File: src/rtl/tlul_host_arb_if.sv
// ----------------------------------------------------------------------------
// tlul_host_arb_if: single-beat TL-UL types and the multi-host bundle. Rev 1.0
// ----------------------------------------------------------------------------
`default_nettype none

package tlul_pkg;

  typedef struct packed {
    logic        a_valid;
    logic [2:0]  a_opcode;
    logic [2:0]  a_param;
    logic [1:0]  a_size;
    logic [7:0]  a_source;
    logic [31:0] a_address;
    logic [3:0]  a_mask;
    logic [31:0] a_data;
    logic [15:0] a_user;
    logic        d_ready;
  } tl_h2d_t;

  typedef struct packed {
    logic        d_valid;
    logic [2:0]  d_opcode;
    logic [2:0]  d_param;
    logic [1:0]  d_size;
    logic [7:0]  d_source;
    logic        d_sink;
    logic [31:0] d_data;
    logic [15:0] d_user;
    logic        d_error;
    logic        a_ready;
  } tl_d2h_t;

  localparam tl_h2d_t TL_H2D_DEFAULT = '{d_ready: 1'b1, default: '0};

endpackage

interface tlul_host_arb_if #(
  parameter int NumHosts = 2
);
  import tlul_pkg::*;

  tl_h2d_t tl_h_i [NumHosts];
  tl_d2h_t tl_h_o [NumHosts];
  tl_h2d_t tl_d_o;
  tl_d2h_t tl_d_i;

  // slave: the arbiter's view; master: hosts plus device driving the arbiter
  modport slave  (input  tl_h_i, tl_d_i, output tl_h_o, tl_d_o);
  modport master (output tl_h_i, tl_d_i, input  tl_h_o, tl_d_o);

endinterface

`default_nettype wire

File: src/rtl/tlul_host_arb.sv
// ----------------------------------------------------------------------------
// tlul_host_arb: round-robin TL-UL host arbiter with in-order D steering. Rev 1.0
// ----------------------------------------------------------------------------
`default_nettype none

module tlul_host_arb
  import tlul_pkg::*;
#(
  parameter int NumHosts       = 2,
  parameter int MaxOutstanding = 4
) (
  input  logic                              clk_i,
  input  logic                              rst_i,
  tlul_host_arb_if.slave                    bus,
  output logic [$clog2(MaxOutstanding):0]   outstanding_o,
  output logic                              rsp_err_o
);

  localparam int HostIdxW = $clog2(NumHosts);
  localparam int PtrW     = $clog2(MaxOutstanding);
  localparam int CntW     = PtrW + 1;

  logic [HostIdxW-1:0] rr_ptr_q, rr_ptr_d;
  logic                lock_q;
  logic [HostIdxW-1:0] lock_idx_q;
  logic [HostIdxW-1:0] fifo_q [MaxOutstanding];
  logic [PtrW-1:0]     wr_ptr_q, rd_ptr_q;
  logic [CntW-1:0]     count_q, count_d;
  logic                rsp_err_q;

  logic [NumHosts-1:0] req_vec;
  logic [HostIdxW-1:0] scan_idx, grant, head;
  logic                scan_hit, has_req, full, cnt_nz;
  logic                a_valid_dev, a_fire, a_stall, d_fire, orphan;
  logic [31:0]         cand;

  always_comb begin
    req_vec = '0;
    for (int h = 0; h < NumHosts; h++) begin
      req_vec[h] = bus.tl_h_i[h].a_valid;
    end
  end

  // Scan starts at rr_ptr and wraps modulo NumHosts (not necessarily a power of two)
  always_comb begin
    scan_idx = rr_ptr_q;
    scan_hit = 1'b0;
    cand     = '0;
    for (int i = 0; i < NumHosts; i++) begin
      cand = 32'(rr_ptr_q) + i;
      if (cand >= NumHosts) cand = cand - NumHosts;
      if (!scan_hit && req_vec[cand[HostIdxW-1:0]]) begin
        scan_hit = 1'b1;
        scan_idx = cand[HostIdxW-1:0];
      end
    end
  end

  assign grant       = lock_q ? lock_idx_q : scan_idx;
  assign has_req     = lock_q ? req_vec[lock_idx_q] : scan_hit;
  assign full        = (count_q == CntW'(MaxOutstanding));
  assign cnt_nz      = (count_q != '0);
  assign head        = fifo_q[rd_ptr_q];

  assign a_valid_dev = has_req & ~full & ~rst_i;
  assign a_fire      = a_valid_dev & bus.tl_d_i.a_ready;
  assign a_stall     = a_valid_dev & ~bus.tl_d_i.a_ready;
  assign d_fire      = ~rst_i & bus.tl_d_i.d_valid & cnt_nz & bus.tl_h_i[head].d_ready;
  assign orphan      = ~rst_i & bus.tl_d_i.d_valid & ~cnt_nz;

  always_comb begin
    bus.tl_d_o = TL_H2D_DEFAULT;
    if (has_req) bus.tl_d_o = bus.tl_h_i[grant];
    bus.tl_d_o.a_valid = a_valid_dev;
    // With nothing in flight a stray response is sunk rather than stalling the device
    bus.tl_d_o.d_ready = ~rst_i & (cnt_nz ? bus.tl_h_i[head].d_ready : 1'b1);
  end

  always_comb begin
    for (int g = 0; g < NumHosts; g++) begin
      bus.tl_h_o[g]         = bus.tl_d_i;
      bus.tl_h_o[g].d_valid = ~rst_i & bus.tl_d_i.d_valid & cnt_nz &
                              (head == HostIdxW'(g));
      bus.tl_h_o[g].a_ready = ~rst_i & bus.tl_d_i.a_ready & ~full &
                              (grant == HostIdxW'(g));
    end
  end

  always_comb begin
    rr_ptr_d = (grant == HostIdxW'(NumHosts - 1)) ? '0 : grant + 1'b1;
    count_d  = count_q;
    if (a_fire && !d_fire)      count_d = count_q + 1'b1;
    else if (!a_fire && d_fire) count_d = count_q - 1'b1;
  end

  always_ff @(posedge clk_i) begin
    if (rst_i) begin
      rr_ptr_q   <= '0;
      lock_q     <= 1'b0;
      lock_idx_q <= '0;
      wr_ptr_q   <= '0;
      rd_ptr_q   <= '0;
      count_q    <= '0;
      rsp_err_q  <= 1'b0;
      for (int i = 0; i < MaxOutstanding; i++) fifo_q[i] <= '0;
    end else begin
      if (a_fire) begin
        fifo_q[wr_ptr_q] <= grant;
        wr_ptr_q         <= wr_ptr_q + 1'b1;
        rr_ptr_q         <= rr_ptr_d;
        lock_q           <= 1'b0;
      end else if (a_stall) begin
        lock_q     <= 1'b1;
        lock_idx_q <= grant;
      end
      if (d_fire) rd_ptr_q <= rd_ptr_q + 1'b1;
      count_q   <= count_d;
      rsp_err_q <= orphan;
    end
  end

  assign outstanding_o = count_q;
  assign rsp_err_o     = rsp_err_q & ~rst_i;

endmodule

`default_nettype wire

File: src/flat_wrapper.sv
// flat-port wrapper written by rule: the top's interface ports become plain ports
module tlul_host_arb_flat import tlul_pkg::*;
#(
  parameter int NumHosts       = 2,
  parameter int MaxOutstanding = 4
)
  (clk_i, rst_i, outstanding_o, rsp_err_o, bus_tl_h_i, bus_tl_d_i, bus_tl_h_o, bus_tl_d_o);
  tlul_host_arb_if #(.NumHosts(NumHosts)) bus_i ();
  input  logic clk_i;
  input  logic rst_i;
  output logic [$clog2(MaxOutstanding):0] outstanding_o;
  output logic rsp_err_o;
  input wire logic [$bits(bus_i.tl_h_i)-1:0] bus_tl_h_i;
  input wire logic [$bits(bus_i.tl_d_i)-1:0] bus_tl_d_i;
  output wire logic [$bits(bus_i.tl_h_o)-1:0] bus_tl_h_o;
  output wire logic [$bits(bus_i.tl_d_o)-1:0] bus_tl_d_o;
  assign bus_i.tl_h_i = {>>{bus_tl_h_i}};
  assign bus_i.tl_d_i = bus_tl_d_i;
  assign bus_tl_h_o = {>>{bus_i.tl_h_o}};
  assign bus_tl_d_o = bus_i.tl_d_o;
  tlul_host_arb #(.NumHosts(NumHosts), .MaxOutstanding(MaxOutstanding)) u_core (.clk_i(clk_i), .rst_i(rst_i), .bus(bus_i), .outstanding_o(outstanding_o), .rsp_err_o(rsp_err_o));
endmodule
File: config.mk
export PLATFORM = sky130hd
export DESIGN_NAME = tlul_host_arb_flat
export DESIGN_NICKNAME = d
export VERILOG_FILES = /design/src/rtl/tlul_host_arb_if.sv /design/src/rtl/tlul_host_arb.sv /design/src/flat_wrapper.sv
export SDC_FILE = /design/constraint.sdc
export NUM_CORES = 1
export LEC_CHECK = 0
export BUFFER_PORTS_ARGS = -buffer_cell sky130_fd_sc_hd__buf_2
export CAP_MARGIN = 20
export CORE_AREA = 2 2 202 204
export CTS_BUF_LIST = sky130_fd_sc_hd__clkbuf_8
export CTS_CLUSTER_DIAMETER = 100
export CTS_CLUSTER_SIZE = 40
export DETAILED_ROUTE_END_ITERATION = 8
export DIE_AREA = 0 0 204 206
export SLEW_MARGIN = 20
export SYNTH_ARGS = -nofsm -noshare
export SYNTH_HDL_FRONTEND = slang
export SYNTH_SLANG_ARGS = --single-unit
export TNS_END_PERCENT = 20
File: constraint.sdc
create_clock -name clk_i -period 7.75 [get_ports clk_i]
set_input_delay 2.325 -clock clk_i [delete_from_list [all_inputs] [get_ports clk_i]]
set_output_delay 2.325 -clock clk_i [all_outputs]
set_load 0.01 [all_outputs]
=== Word level (Yosys, flattened, before mapping) ===
Memories as Yosys holds them, arrays and structs flattened. A register that Yosys moved wholly into a read port is not among the register bits.
Index checks and enable logic that the tools add are counted.

* Register bits after elaboration: 11
* Memory bits (writable): 4
* Word-level logic and storage cells: 95
* Memories: 1

{| class="wikitable"
|+ Memory list
! name !! words !! bits a word !! rd ports !! clocked after Yosys merged registers in !! wr ports !! line !! text
|-
| u_core.fifo_q || 4 || 1 || 1 || 1 || 4 || tlul_host_arb.sv:26 || <nowiki>logic [HostIdxW-1:0] fifo_q [MaxOutstanding];</nowiki>
|}

* Add/sub/neg operators: 8
* $lt $le $gt $ge: 7
* Equal/unequal tests: 1
* Multiplexer cells: 35
* Bitwise operators: 25
* Reduce and logical (&&, ||, !) cells: 11

{| class="wikitable"
|+ Operators with widths
! cell !! count
|-
| two-way mux 101 bit || 4
|-
| two-way mux 1 bit || 26
|-
| AND 1 bit || 16
|-
| inverter 1 bit || 7
|-
| greater-or-equal comparator 2 bit, second input constant || 3
|-
| < comparator 1 x 2 -> 1 bit, second input constant || 3
|-
| two-way mux 2 bit || 3
|-
| two-way mux 3 bit || 2
|-
| adder 2 x 1 -> 2 bit, second input constant || 2
|-
| inverter 1 -> 2 bit || 2
|-
| adder 3 x 1 -> 3 bit, second input constant || 1
|-
| == test 3 bit, second input constant || 1
|-
| logical AND 1 bit || 3
|-
| zero test 1 bit || 3
|-
| nonzero test 3 bit || 1
|-
| subtractor 3 x 1 -> 3 bit, second input constant || 1
|-
| adder 1 x 1 -> 2 bit, second input constant || 1
|-
| greater-or-equal comparator 1 x 2 -> 1 bit, second input constant || 1
|-
| AND reduction 2 bit || 1
|-
| nonzero test 2 bit || 1
|-
| OR reduction 2 bit || 1
|-
| subtractor 1 bit, second input constant || 2
|-
| adder 1 bit, second input constant || 1
|-
| OR reduction 1 bit || 1
|}

=== Logic depth before layout (Yosys ltp) ===
Gate-level depths: netlist (run 1).

* Depth in word-level cells: 17
* Depth in mapped cells: 9
* Gate-level depth less buffers: 9

=== Worst setup path before layout (run 1) ===
OpenSTA, ideal clock, no wires.

* Path type: input -> output
* From: in bus_tl_h_i[203]
* To: out bus_tl_d_o[65]
* Arrival: 3376 ps
* Data required time: 5425 ps
* Path slack: 2049 ps
* Stages: 7
* Cell sequence: a21boi_1 o31a_1 buf_2 buf_4 buf_2 nand2_1 a21oi_1

* Word-level cells in the longest chain between the ends: 12
* Elaborated cells between the ends (all ways): 19
* Those cells by class: 16 x mux; 1 x bitwise; 2 x reduce/logical

{| class="wikitable"
|+ Ends and longest elaborated chain
! element !! line !! text
|-
| from (decl) || flat_wrapper.sv:13 || <nowiki>input wire logic [$bits(bus_i.tl_h_i)-1:0] bus_tl_h_i;</nowiki>
|-
| two-way mux 1 bit (not written as such) (2 in a row) || tlul_host_arb.sv:52 || <nowiki>if (!scan_hit && req_vec[cand[HostIdxW-1:0]]) begin</nowiki>
|-
| two-way mux 1 bit || tlul_host_arb.sv:52 ||
|-
| zero test 1 bit || tlul_host_arb.sv:52 ||
|-
| logical AND 1 bit || tlul_host_arb.sv:52 ||
|-
| two-way mux 1 bit || tlul_host_arb.sv:52 ||
|-
| two-way mux 1 bit || tlul_host_arb.sv:59 || <nowiki>assign grant = lock_q ? lock_idx_q : scan_idx;</nowiki>
|-
| inverter 1 -> 2 bit (not written as such) || tlul_host_arb.sv:73 || <nowiki>if (has_req) bus.tl_d_o = bus.tl_h_i[grant];</nowiki>
|-
| two-way mux 101 bit (not written as such) (3 in a row) || tlul_host_arb.sv:73 ||
|-
| two-way mux 101 bit (*) || tlul_host_arb.sv:73 ||
|-
| to (decl) || flat_wrapper.sv:16 || <nowiki>output wire logic [$bits(bus_i.tl_d_o)-1:0] bus_tl_d_o;</nowiki>
|}

Mark *: on every way between the ends. The rest lies on a longest branch, timed or not. The select of a mux whose other input is x is not followed.

=== Final worst setup path (run 1) ===
* From: in bus_tl_h_i[101]
* To: out bus_tl_d_o[41]

Same word-level chain as after synthesis.

==> impl_results.md, run 1 <==
- Status: completed
- Relative slew slack: between 60 and 70%
- Main synth FF type: dfxtp_1
- Most frequent cell after synthesis: nand2_1
- TritonCTS Sinks: 17
- Gpl congestion: between 0.7 and 0.8
- Router iterations before antenna repair: 4
- Seq pwr share: between 20% and 30%
- Avg WL per Cell: ~12 um
- Setup TNS: 0 ps
- Final setup fails: 0
- Final hold vios: 0
- Top cells by area, synth: buf_4, nand2_1, a21oi_1
- Share of layout cells above drive strength 1: 46.99%
- DRT iter0 DRCs: around 200
- Setup bufs post-CTS: 0
- Die width: 204 um
- Via count: 4107
- Tmin final: 6459 ps
- Hpwl dp: between 10000 and 15000 um
- ANT cells: 0
- Switching pwr: around 0.24 mW
- Slowest cell delay on critical path: between 400 and 500 ps
- Crit share post-route: 83.34%
- Fill cell count: between 4000 and 5000
- Dpl ws: around 1300 ps
- Number of global-route vias before repair: about 3200
- Top cell type's share of synthesized area: between 30% and 40%
- First-pass GRT wire length: between 15000 and 20000 um
- Fmax: ~0.15 GHz
- Hold crit path type: flip-flop to flip-flop
- Register bit total from synthesis: 17
- Syn nets: a little over 800
- Hold_sp: u_core.wr_ptr_q[0]
- Pint: 0.2806 mW
- Total wire length: roughly 15000 um
- Cell area power density: approximately 120 nW/um2
- Setup ws final: 1291 ps
- Number of flops mapped to enable cells by yosys: 4
- Required @ worst endpoint: between 5000 and 6000 ps
- Initial antenna violation count: 2
- Critical-path cell list: buf_2 > a21boi_1 > o31a_2 > buf_4 > buf_4 > nand2_1 > a21oi_1 > buf_2
- Boundary pin count: around 520
- Grt total ovfl: 0
- Total track usage: under 10%
- Combinational share of power: between 60 and 70%
- CP Launch Type: input pin
- Resize count post-CTS: 0
- Area grow syn2layout: 38.39%
- Delay-heaviest family, CP: compound AO/OA/AOI/OAI gates
- CTS Buffer Depth: 2
- Yosys warns: 0
- Initial core utilization: approximately 8.1%
- Slew Viols, Final: 0
- CTS Buf Count: 3
- Peak supply drop: approximately 0.052 mV
- Ys async rst share: 0%
- Mean Syn Cell Area: 5.855 um2
- Root buffer cell: clkbuf_8
- Worst-case clock skew: 0.8986 ps
- Total power draw: 0.5252 mW
- DIE AREA: around 42000 um2
- DRC violations left: 0
- Clk network pwr share: between 10% and 20%
- Pin count of the biggest net entering global routing: around 100
- Buf/Inv on CP: 4
- MaxCap Viol Count: 0
- Library cells used by synthesis: 35
- Critical Path AT: ~4100 ps
- RSZ-0062 raised after global routing: false
- Core area: around 40000 um2
- Sequential fraction of the synthesis area: 11.71%
- Setup CP Type: input pin to output port
- Number of H-tree levels: 1
- Setup crit end kind: output port
- # port buffers: roughly 320
- Slew @ Worst Pin: 572.5 ps
- Crit path max-delay cell type: o31a_2
- Area leader, netlist: buf_4
- Die span in y: just over 200 um
- TritonCTS clock tree: built
- Clk slew on worst S/H paths: about 60 ps
- Nets: 992
- Cts hold-fix bufs: 0
- Clock latency on the worst-skew pair: approximately 240 ps
- Worst Setup SP: bus_tl_h_i[101]
- Post-Syn Area: approximately 3200 um2
- Post-synth top cells: nand2_1, buf_4, a21oi_1
- DRT antenna net count: 0
- Sw Ratio: between 40% and 50%
- Lkg Pwr: 2.300 nW
- Post-synthesis cell count: between 500 and 600
- Via/cell ratio: about 3.3
- Row cnt: 74
- Worst-path maximum fanout: 29
## routing by layer
| layer | share of wire (%) | vias up | track usage [%] |
|---|---|---|---|
| met2 | 47 | 271 | 10.03 |
| met3 | 13 | 61 | 2.444 |
| met1 | 37 | 1797 | 6.944 |
| met4 | 3.4 | 0 | 2.717 |
| li1 | - | 1978 | - |
| met5 | 0 | - | 0 |
## power groups by stage
stage,clock (mW),sequential [mW],combinational [mW]
floorplan,0,0.106,0.260
global placement,0,0.107,0.358
detailed placement,0,0.107,0.362
CTS,0.0652,0.105,0.363
global route,0.0698,0.106,0.401
finish,0.0626,0.105,0.358
## cell type report
cell class / instances / area [um2] / share of cell area (%)
Multi-Input combinational cell: 364 / 1710 / 38.04
Timing Repair Buffer: 323 / 1669 / 37.12
Tap cell: 532 / 665.6 / 14.80
Sequential cell: 17 / 380.4 / 8.459
Clock buffer: 3 / 41.29 / 0.9182
Inverter: 7 / 26.28 / 0.5843
Clock inverter: 1 / 3.754 / 0.08347
## worst register-to-register path, stage by stage, from the launching register on
cell and delay [ps]:
dfxtp_1 340, mux4_2 570, mux2i_2 320, or2_2 180, ha_1 190, inv_1 70, fa_1 380, xor2_1 160
or3_1 300, a21oi_1 130
## cell usage in the layout, fill, tap and decap left out, types with 3 or more instances in the layout
master	instances
buf_4	3
or3_1	4
o21ai_0	6
nor3_1	3
dfxtp_1	13
inv_1	8
nor2_1	8
buf_12	3
a21oi_1	109
nor2b_1	3
nand2_1	204
nand3_1	4
buf_2	317
clkbuf_8	3
edfxtp_1	4
## worst paths after layout
kind / to / slack [ps] / depth (start not counted)
hold / removal: u_core.wr_ptr_q[0] / 500 / 2
setup reg to reg: u_core.outstanding_o[2] / 5040 / 9
setup / recovery: bus_tl_d_o[41] / 1290 / 8
hold reg to reg: u_core.wr_ptr_q[0] / 500 / 2
## logic make-up after synthesis
family	synth area share, %
DFF	11.71
buffers and inverters	36.35
AOI/OAI and AO/OA	20.64
xor gates and xnor gates	0.5392
adders and majority gates	1.001
muxes	1.771
and+or+nand+nor	27.99
## through the flow
step	hold WS, ps	std cells	area (um2)	util [%]
floorplan	463.2	555	3249	-
global placement	487.7	1243	4452	11.08
detailed placement	497.0	1243	4452	11.08
CTS	506.0	1247	4497	11.19
global route	531.2	1247	4497	11.19
finish	500.1	1247	4497	11.19
Power figures use the tool's default switching activity.
==> run 2, diff against run 1 <==
--- a/config.mk
+++ b/config.mk
@@ -7,12 +7,12 @@
 export LEC_CHECK = 0
 export BUFFER_PORTS_ARGS = -buffer_cell sky130_fd_sc_hd__buf_2
 export CAP_MARGIN = 20
-export CORE_AREA = 2 2 202 204
+export CORE_AREA = 2 2 203 205
 export CTS_BUF_LIST = sky130_fd_sc_hd__clkbuf_8
 export CTS_CLUSTER_DIAMETER = 100
 export CTS_CLUSTER_SIZE = 40
 export DETAILED_ROUTE_END_ITERATION = 8
-export DIE_AREA = 0 0 204 206
+export DIE_AREA = 0 0 205 207
 export SLEW_MARGIN = 20
 export SYNTH_ARGS = -nofsm -noshare
 export SYNTH_HDL_FRONTEND = slang
==> constraint.sdc (replaced) <==
create_clock -name clk_i -period 6.4 [get_ports clk_i]
set_input_delay 1.92 -clock clk_i [delete_from_list [all_inputs] [get_ports clk_i]]
set_output_delay 1.92 -clock clk_i [all_outputs]
set_load 0.01 [all_outputs]
==> run 2 against run 1 <==
Final cell count is the same. Sequential power grew 21%. Utilization is 0.076 points lower. Clock skew is essentially flat. Clock-buffer cell count stayed put. Die area increased by 0.98%. Largest cell class unchanged. Largest power group unchanged. Highest routed layer unchanged.
==> impl_results.md, run 2 (synthesis gave the netlist of run 1 again) <==
- Number of global-route vias before repair: between 3000 and 4000
- Most common cell after layout, fill and taps aside: buf_2
- DRT iter0 DRCs: slightly below 200
- DRC violations left: 0
- Final std cell area, no fill: between 4000 and 5000 um2
- CTS Buf Count: 3
- Root buffer cell: clkbuf_8
- Post-DP Area: 4437 um2
- Setup ws final: approximately 870 ps
- Lkg Pwr: approximately 2.3 nW
- CP Launch Type: input pin
- Cell area power density: approximately 140 nW/um2
- Final hold vios: 0
- TritonCTS clock tree: built
- Resize count post-CTS: 0
- Total wire length: between 10000 and 15000 um
- Grt total ovfl: 0
- Initial core utilization: 8.049%
- Setup TNS: 0 ps
- Critical-path cell list: buf_2 > a21boi_1 > o31a_2 > buf_12 > nand2_1 > a21oi_1 > buf_2
- Setup bufs post-CTS: 0
- Boundary pin count: slightly above 500
- Core area: between 40000 and 50000 um2
- Worst-path maximum fanout: 107
- Most frequent cells in the layout: buf_2, nand2_1, a21oi_1
- Worst-case clock skew: roughly 1.3 ps
- MaxCap Viol Count: 0
- Pin count of the biggest net entering global routing: approximately 110
- Gpl congestion: around 0.78
- Critical Path AT: between 3000 and 4000 ps
- Setup CP Type: input pin to output port
- Peak supply drop: between 0.04 and 0.05 mV
- Switching pwr: 0.2928 mW
- Router iterations before antenna repair: 4
- Relative slew slack: between 60 and 70%
- Initial antenna violation count: 3
- Pint: between 0.3 and 0.4 mW
- Die width: about 200 um
- Nets: 990
- Clock latency on the worst-skew pair: around 250 ps
- Row cnt: 74
- Crit path top cell by count: buf_2
- Slew Viols, Final: 0
- Via/cell ratio: between 3 and 4
- Dpl ws: approximately 900 ps
- Clk network pwr share: around 12%
- Sw Ratio: between 40% and 50%
- Setup crit end kind: output port
- Fin Hold WS: approximately 500 ps
- Fmax: around 0.18 GHz
- CTS Buffer Depth: 2
- Total track usage: around 5.7%
- Die span in y: between 200 and 250 um
- Crit share post-route: 86.40%
- Crit path max-delay cell type: buf_12
- Delay-heaviest family, CP: compound AO/OA/AOI/OAI gates
- Seq pwr share: 20.1%
- DIE AREA: 42440 um2
- Combinational share of power: around two thirds
- Hold crit path type: flip-flop to flip-flop
- Slowest cell delay on critical path: about 330 ps
- Number of H-tree levels: 1
- Share of layout cells above drive strength 1: about 47%
- Status: completed
- DRT antenna net count: 0
- Fill cell count: ~4700
- Final setup fails: 0
- Slew @ Worst Pin: approximately 530 ps
- Hpwl dp: between 10000 and 15000 um
- Area grow syn2layout: 38.08%
- Cts hold-fix bufs: 0
- Buf/Inv on CP: 3
- Required @ worst endpoint: about 4500 ps
- Post-layout util: 11.11%
- First-pass GRT wire length: about 19000 um
- Clk slew on worst S/H paths: 60 ps
- Avg WL per Cell: roughly 12 um
- TritonCTS Sinks: 17
- # port buffers: 317
- Via count: between 4000 and 5000
- Tmin final: ~5500 ps
- RSZ-0062 raised after global routing: false
==> run 2: cell types whose count changed in the layout (fill, tap and decap cells not counted), sizes merged <==
cell   previous run  this run
buf             323       321
diode             0         2
==> run 2: tightest hold or removal path, cell delays in order (launching register included) <==
cell and delay [ps]:
dfxtp_1 300, o21ai_0 70, a21oi_1 80
==> run 2: layout make-up <==
cell class                      instances  area [um2]  area share, %
Multi-Input combinational cell        364        1710          38.12
Timing Repair Buffer                  321        1654          36.87
Tap cell                              532       665.6          14.84
Sequential cell                        17       380.4          8.477
Clock buffer                            3       41.29         0.9202
Inverter                                7       26.28         0.5856
Antenna cell                            2       5.005         0.1115
Clock inverter                          1       3.754        0.08366
==> run 2: per-layer routing <==
metal  track usage (%)  routed length (um)  vias to the layer above  share of wire (%)
met2             10.33                6894                      283                 48
met1             5.396                4985                     1833                 34
met4             3.696                 835                        0                5.8
met5            0.6912                   0                        -                  0
li1                  -                   -                     1977                  -
met3             1.715                1767                       49                 12
==> run 2: worst paths after layout <==
| kind | startpoint | endpoint | slack [ps] | cells after the start |
|---|---|---|---|---|
| setup reg to reg | u_core.fifo_q[3] | u_core.outstanding_o[2] | 3650 | 9 |
| hold / removal | u_core.rd_ptr_q[1] | u_core.rd_ptr_q[1] | 500 | 2 |
| hold reg to reg | u_core.rd_ptr_q[1] | u_core.rd_ptr_q[1] | 500 | 2 |
| setup / recovery | bus_tl_h_i[101] | bus_tl_d_o[30] | 870 | 7 |
==> run 2: power groups by stage <==
stage	Sequential [mW]	Clock, mW	Combinational (mW)
2_1_floorplan	0.129	0	0.315
3_3_place_gp	0.129	0	0.421
3_5_place_dp	0.130	0	0.430
4_1_cts	0.127	0.0798	0.431
5_1_grt	0.129	0.0836	0.469
6_report	0.127	0.0778	0.426
==> run 2: per-stage QoR <==
step                      power (mW)  instances
after floorplan               0.4439        555
after global placement        0.5500       1241
after detailed placement      0.5594       1241
after CTS                     0.6385       1245
after global routing          0.6816       1247
final                         0.6311       1247
